### config.mk
export PLATFORM = sky130hd
export DESIGN_NAME = hybrid_queue
export DESIGN_NICKNAME = d
export VERILOG_FILES = /design/src/rtl/hybrid_queue.sv
export SDC_FILE = /design/constraint.sdc
export NUM_CORES = 1
export LEC_CHECK = 0
export CORE_ASPECT_RATIO = 0.9
export CORE_MARGIN = 2
export CORE_UTILIZATION = 40
export CTS_BUF_LIST = sky130_fd_sc_hd__clkbuf_8
export CTS_CLUSTER_SIZE = 12
export DETAILED_ROUTE_END_ITERATION = 8
export HOLD_SLACK_MARGIN = 0.08
export PLACE_DENSITY_LB_ADDON = 0.25
export SLEW_MARGIN = 20
export SYNTH_ARGS = -nofsm -noshare
export SYNTH_HDL_FRONTEND = slang
export SYNTH_SLANG_ARGS = --single-unit
### constraint.sdc
create_clock -name clk -period 2.3 [get_ports clk]
set_input_delay 0.46 -clock clk [delete_from_list [all_inputs] [get_ports clk]]
set_output_delay 0.46 -clock clk [all_outputs]
set_load 0.05 [all_outputs]
### src/rtl/hybrid_queue.sv
// rtl/hybrid_queue.sv - first-word-fall-through FIFO with level counter, warning, flush and sticky errors
module hybrid_queue #(
  parameter int DATABITS       = 8,
  parameter int QUEUECNTBITS   = 4,
  parameter int QUEUESIZE      = 2 ** QUEUECNTBITS,
  parameter int QUEUEWARNLEVEL = QUEUESIZE - 3
) (
  input  logic                    clk,
  input  logic                    reset_n,
  input  logic [DATABITS-1:0]     queue_in,
  input  logic                    queue_push,
  output logic                    queue_full,
  output logic                    queue_warning,
  input  logic                    queue_pop,
  output logic [DATABITS-1:0]     queue_out,
  output logic                    queue_not_empty,
  output logic [QUEUECNTBITS:0]   queue_level,
  input  logic                    queue_flush,
  output logic                    queue_overflow,
  output logic                    queue_underflow
);

  localparam logic [QUEUECNTBITS:0]   LP_SIZE    = (QUEUECNTBITS + 1)'(QUEUESIZE);
  localparam logic [QUEUECNTBITS:0]   LP_WARN    = (QUEUECNTBITS + 1)'(QUEUEWARNLEVEL);
  localparam logic [QUEUECNTBITS:0]   LP_LVL_ONE = (QUEUECNTBITS + 1)'(1);
  localparam logic [QUEUECNTBITS-1:0] LP_PTR_ONE = QUEUECNTBITS'(1);

  logic [DATABITS-1:0]     r_mem [QUEUESIZE];
  logic [QUEUECNTBITS-1:0] r_inaddr;
  logic [QUEUECNTBITS-1:0] r_outaddr;
  logic [QUEUECNTBITS:0]   r_level;
  logic                    r_overflow;
  logic                    r_underflow;
  logic                    w_push_ok;
  logic                    w_pop_ok;

  assign queue_full      = (r_level == LP_SIZE);
  assign queue_not_empty = (r_level != '0);
  assign queue_warning   = (r_level >= LP_WARN);
  assign queue_level     = r_level;
  assign queue_out       = r_mem[r_outaddr];
  assign queue_overflow  = r_overflow;
  assign queue_underflow = r_underflow;

  // A pop in the same cycle frees the slot, so a full queue still takes the push.
  assign w_pop_ok  = queue_pop & queue_not_empty;
  assign w_push_ok = queue_push & (~queue_full | w_pop_ok);

  always_ff @(posedge clk) begin
    if (w_push_ok && !queue_flush) begin
      r_mem[r_inaddr] <= queue_in;
    end
  end

  always_ff @(posedge clk or negedge reset_n) begin
    if (!reset_n) begin
      r_inaddr    <= '0;
      r_outaddr   <= '0;
      r_level     <= '0;
      r_overflow  <= 1'b0;
      r_underflow <= 1'b0;
    end else if (queue_flush) begin
      r_inaddr    <= '0;
      r_outaddr   <= '0;
      r_level     <= '0;
      r_overflow  <= 1'b0;
      r_underflow <= 1'b0;
    end else begin
      if (w_push_ok) begin
        r_inaddr <= r_inaddr + LP_PTR_ONE;
      end
      if (w_pop_ok) begin
        r_outaddr <= r_outaddr + LP_PTR_ONE;
      end
      case ({w_push_ok, w_pop_ok})
        2'b10:   r_level <= r_level + LP_LVL_ONE;
        2'b01:   r_level <= r_level - LP_LVL_ONE;
        default: r_level <= r_level;
      endcase
      if (queue_push && !w_push_ok) begin
        r_overflow <= 1'b1;
      end
      if (queue_pop && !queue_not_empty) begin
        r_underflow <= 1'b1;
      end
    end
  end

endmodule

* Yosys cells after proc, flatten, opt, wreduce, memory -nomap -nowiden *
Memory sizes are Yosys's and may differ from the RTL's.
Index checks and enable logic that the tools add are counted.

word-level totals
  register bits after elaboration = 15
  bits of input ports = 13
  word-level logic and storage cells = 42
  RAM bits = 128
  output and inout bits = 18
  memories = 1

memory list
  memory  depth  width  rd ports  clocked after memory_dff  write ports  RTL line  RTL
  r_mem   16     8      1         0                         1            28        logic [DATABITS-1:0] r_mem [QUEUESIZE];

operators by class
  eq/ne operators = 3
  reductions and logical operators = 12
  bitwise gates (word level) = 4
  multiplexer cells = 12
  add/sub/neg operators = 4
  order comparisons = 1

operator list
  cell                                                                                  number
  4-bit 2-to-1 mux                                                                      4
  5-bit one-hot mux with 2 select lines                                                 1
  4-bit by 1-bit adder with 4-bit output (second input constant)                        2
  2-bit nonzero test                                                                    4
  1-bit 2-to-1 mux                                                                      6
  5-bit by 1-bit adder with 5-bit output (second input constant)                        1
  5-bit equality test (second input constant)                                           1
  5-bit by 4-bit greater-or-equal comparator with 1-bit output (second input constant)  1
  5-bit 2-to-1 mux                                                                      1
  5-bit nonzero test                                                                    1
  5-bit by 1-bit subtractor with 5-bit output (second input constant)                   1
  1-bit logical AND                                                                     3
  1-bit logical NOT                                                                     3
  3-bit nonzero test                                                                    1
  1-bit AND                                                                             2
  2-bit by 1-bit equality test with 1-bit output (second input constant)                1
  2-bit equality test (second input constant)                                           1
  1-bit NOT                                                                             1
  1-bit bitwise OR                                                                      1

* Longest topological paths before layout *
  depth after elaboration = 8
  mapped depth = 9
  depth with buffers taken out = 8

* Least setup slack after synthesis *
Ideal clock, no wire load.

  path kind = reg2reg
  start = reg r_level[1], in the netlist queue_level[1]
  end = reg r_level[4], in the netlist queue_level[4]
  data required time = 2166 ps
  clock period less this slack = 2753 ps
  slack = -453 ps
  stages on the path, launching flop included = 10
  arrival time = 2619 ps
  setup time = 134 ps
  buffers on the path = 1
  path through = dfrtp_1 > or4_1 > buf_6 > o211ai_4 > inv_2 > ha_1 > or2_2 > o21a_1 > o2111ai_1 > a21oi_1

on the way
  longest elaborated chain between the ends = 7
  elaborated cells on any way between the ends = 13
  those cells by class = add/sub: 2; eq/ne: 3; mux: 2; bitwise: 4; reduce/logical: 2

RTL lines
  item                                                                                   RTL line  RTL
  start, declared                                                                        31        logic [QUEUECNTBITS:0] r_level;
  start signal, assigned                                                                 76        2'b10: r_level <= r_level + LP_LVL_ONE;
  start signal, assigned                                                                 77        2'b01: r_level <= r_level - LP_LVL_ONE;
  start signal, assigned                                                                 78        default: r_level <= r_level;
  5-bit nonzero test or 5-bit equality test (tied branches)                              38, 37
  1-bit AND or 1-bit NOT (tied branches)                                                 46, 47
  1-bit bitwise OR                                                                       47        assign w_push_ok = queue_push & (~queue_full | w_pop_ok);
  1-bit AND                                                                              47
  2-bit by 1-bit equality test with 1-bit output or 2-bit equality test (tied branches)  75        case ({w_push_ok, w_pop_ok})
  5-bit one-hot mux with 2 select lines                                                  75
  5-bit 2-to-1 mux                                                                       62        end else if (queue_flush) begin

Parallel ways exist; a longest one is shown, timed or not.
A chain may end at the register's enable or synchronous reset.

* Final worst setup path *
  start = reg r_outaddr[0]
  end = out queue_out[0]

on the way
  longest elaborated chain between the ends = 1

RTL lines
  item                    RTL line  RTL
  start, declared         30        logic [QUEUECNTBITS-1:0] r_outaddr;
  start signal, assigned  73        r_outaddr <= r_outaddr + LP_PTR_ONE;
  memory 16 x 8 bit       -
  end, declared           15        output logic [DATABITS-1:0] queue_out,

No other way between the ends.

==> impl_metrics.py <==
metrics = {
    "clock_network": {
        "htreeDepth": 4,
        "numCtsBuffers": 17,
        "clock-sinks": 143,
        "clkLatencyLatePin_ns": 0.44,
        "clockBufferDepth": 2,
        "ctsHoldBuffers": 0,
        "clkTransAtPathRegs_ns": 0.08,
        "root_buffer": "clkbuf_8",
        "cts_tree": "built",
    },
    "setup_path": {
        "slowest_stage": "mux4_2",
        "cp_max_fo": 11,
        "crit_required_ns": 1.84,
        "reg2reg_from": "queue_level[2]",
        "endpoint_kind": "output pin",
        "critical_path_class": "reg2out",
        "path_common_cell": "mux4_2",
        "r2r_end": "queue_level[4]",
        "crit_path_cell_trace": "buf_12 > mux4_2 > mux4_2 > buf_6",
        "worstSetupStartpointType": "flip-flop",
        "cp.arrival_ns": 2.34,
        "r2r_setup_slack_ns": 0.01,
        "r2r_cells": 8,
        "critPathMaxStageDelay_ns": 0.54,
    },
    "grt": {
        "track_usage_pct": 16.6,
        "grt_first_pass_wirelength_um": 18700,
        "antenna_found_initial": 0,
        "grt_pass1_vias": 3139,
        "grt_max_degree": 36,
        "grt_overflow": 0,
    },
    "drt": {
        "route.detailed.drc": 0,
        "wl_um": 12100,
        "initialDrtViolationCount": 295,
        "avgViaCountPerCell": 5.13,
        "avgRoutedWirePerCell_um": 19.9,
        "firstDrtPassIters": 4,
        "ant_nets": 0,
        "routed-via-count": 3132,
    },
    "floorplanning": {
        "placementRows": 42,
        "die_width_um": 132,
        "die_area_um2": 15800,
        "dieHeight_um": 119,
        "core_area_um2": 14600,
        "initial_core_util_pct": 40.6,
        "ios": 31,
    },
    "outcome": {
        "violations": "negative setup slack",
        "status": "complete, but fails checks",
    },
    "cells_and_area": {
        "area_growth_pct": 25.2,
        "num-fill-cells": 1194,
        "antenna_cells": 0,
        "layout-drive-gt1-share_pct": 39.3,
        "final_cells": 610,
        "fin_nets": 421,
    },
    "sta": {
        "whs_ns": 0.428,
        "fmax_mhz": 358,
        "fin_crit_ns": 2.80,
        "finalSetupViolCount": 8,
        "setup_ws_ns": -0.495,
        "hold_viol": 0,
        "slew_viol_final": 0,
        "grt_setup_unrepaired": "true",
        "clock_skew_ns": 0.0121,
        "max_slew_margin_pct": 46.6,
        "finalCritPeriodShare_pct": 122,
        "tightest_slew_ns": 0.798,
        "setup_tns_ns": -3.77,
    },
    "placement": {
        "place_congestion": 0.827,
        "placedCellCount": 573,
        "post-place-ws_ns": -0.121,
        "dp_hpwl_um": 8110,
        "io_buffers": 30,
    },
    "hold_path": {
        "hold_path_class": "in2async",
    },
    "synthesis": {
        "avgSynthCellArea_um2": 19.3,
        "syn_nets": 329,
        "ys.flop_type": "edfxtp_1",
        "synth_edf_count": 128,
        "syn_inst": 307,
        "synth_cell_types": 43,
        "seq_area_frac_synth_pct": 71.3,
        "ys_warn_count": 0,
        "synthArstFlopShare_pct": 10.5,
        "ys_ff_latch": 143,
        "syn_area_um2": 5910,
    },
    "pwr": {
        "vdd_ir_drop_max_uv": 503,
        "power_density_nw_per_um2": 1030,
        "p_leak_nw": 2.53,
        "total_power_mw": 7.64,
    },
    "run": {
        "max-cap-violations": 0,
    },
}
-- layout by cell type (no fill, tap or decap), types with 2 or more instances in the layout --
| master | count |
|---|---|
| buf_6 | 9 |
| o21ai_0 | 3 |
| buf_4 | 53 |
| edfxtp_1 | 128 |
| nor3_1 | 3 |
| nor2b_2 | 2 |
| dfrtp_2 | 5 |
| nor2_1 | 28 |
| a211oi_1 | 2 |
| xor2_1 | 3 |
| xnor2_1 | 4 |
| clkbuf_8 | 17 |
| or2_4 | 2 |
| a31oi_1 | 2 |
| bufinv_16 | 3 |
| mux2i_1 | 2 |
| clkdlybuf4s50_1 | 17 |
| buf_12 | 6 |
| ha_1 | 5 |
| dfrtp_1 | 10 |
| clkinv_4 | 5 |
| clkinv_2 | 2 |
| a21oi_1 | 4 |
| mux4_2 | 40 |
| ha_4 | 3 |
| nand3_1 | 5 |
| clkinvlp_4 | 3 |
| inv_1 | 8 |
| dlymetal6s2s_1 | 2 |
| nand2_1 | 7 |
| nor2b_1 | 2 |
| o211ai_1 | 4 |
-- layout make-up --
| cell class | count | area, um^2 | area share [%] |
|---|---|---|---|
| clock buffers | 17 | 234 | 3.16 |
| clock inverters | 15 | 174 | 2.35 |
| inverters | 8 | 32.5 | 0.439 |
| multi-input cells | 141 | 1660 | 22.4 |
| flip-flops and latches | 143 | 4230 | 57.1 |
| well taps | 198 | 248 | 3.35 |
| repair buffers | 88 | 830 | 11.2 |
-- power breakdown --
group,leakage [nW],switching (mW),internal [mW]
clock,0.204,0.931,1.07
combinational,0.978,1.40,1.27
sequential,1.35,0.0649,2.91
-- worst max path at each step --
stage	cells after the start	endpoint	startpoint
detailed placement	8	queue_level[4]	queue_push
CTS	5	queue_out[6]	r_outaddr[0]
global route	4	queue_out[2]	r_outaddr[0]
floorplan	9	queue_level[4]	queue_level[3]
global placement	8	r_mem[6][6]	queue_pop
finish	4	queue_out[0]	r_outaddr[0]
-- metrics by stage --
stage	cell area (um^2)	utilization (%)
after floorplan	5950	-
after global placement	6850	47.1
after detailed placement	6850	47.1
after CTS	7380	50.7
after global routing	7400	50.9
final	7400	50.9
-- registers in the layout, summed over array words and instances, names as in the netlist --
| register | count |
|---|---|
| r_mem | 128 |
| queue_overflow | 1 |
| queue_underflow | 1 |
| queue_level | 5 |
| r_inaddr | 4 |
| r_outaddr | 4 |
-- logic make-up after synthesis --
family	share of synthesized area (%)
compound gates	3.77
xor+xnor	1.04
fa+ha+maj	2.03
buf+inv	1.88
flops	71.4
mux	15.6
simple gates	4.36
-- synthesized netlist by cell type (2+ instances only) --
master	count	area share, %
buf_2	2	0.17
xnor2_1	4	0.59
dfrtp_1	15	6.3
a21oi_1	5	0.42
nand2_1	7	0.44
o211ai_1	4	0.51
nor2b_1	4	0.42
ha_1	8	1.7
o41ai_1	2	0.30
a31oi_1	2	0.21
nand3_1	5	0.42
edfxtp_1	128	65
mux2i_1	2	0.34
a211oi_1	2	0.25
or2_2	2	0.21
nor3_1	3	0.25
mux4_2	40	15
clkbuf_1	7	0.44
buf_4	4	0.51
o21ai_0	3	0.25
nor2_1	29	1.8
xor2_1	3	0.44
inv_1	6	0.38
-- per-layer routing --
metal	track usage, %	routed length (um)
met5	0	0
met4	5.91	131
met3	4.09	509
met2	25.3	5970
met1	23.3	5530
-- repair_timing --
item / in CTS / in global routing
gates resized for setup: 15 / 9
pin swaps: 1 / 5
gates cloned: 1 / 0
setup buffers: 4 / 1
hold endpoints to repair: 0 / 0
setup endpoints to repair: 12 / 12
-- critical path: cells and delay by family (launching register included) --
family,cells,cell delay (ns)
mux,2,1.04
flops,1,0.48
buf+inv,2,0.36
Power figures use the tool's default switching activity.
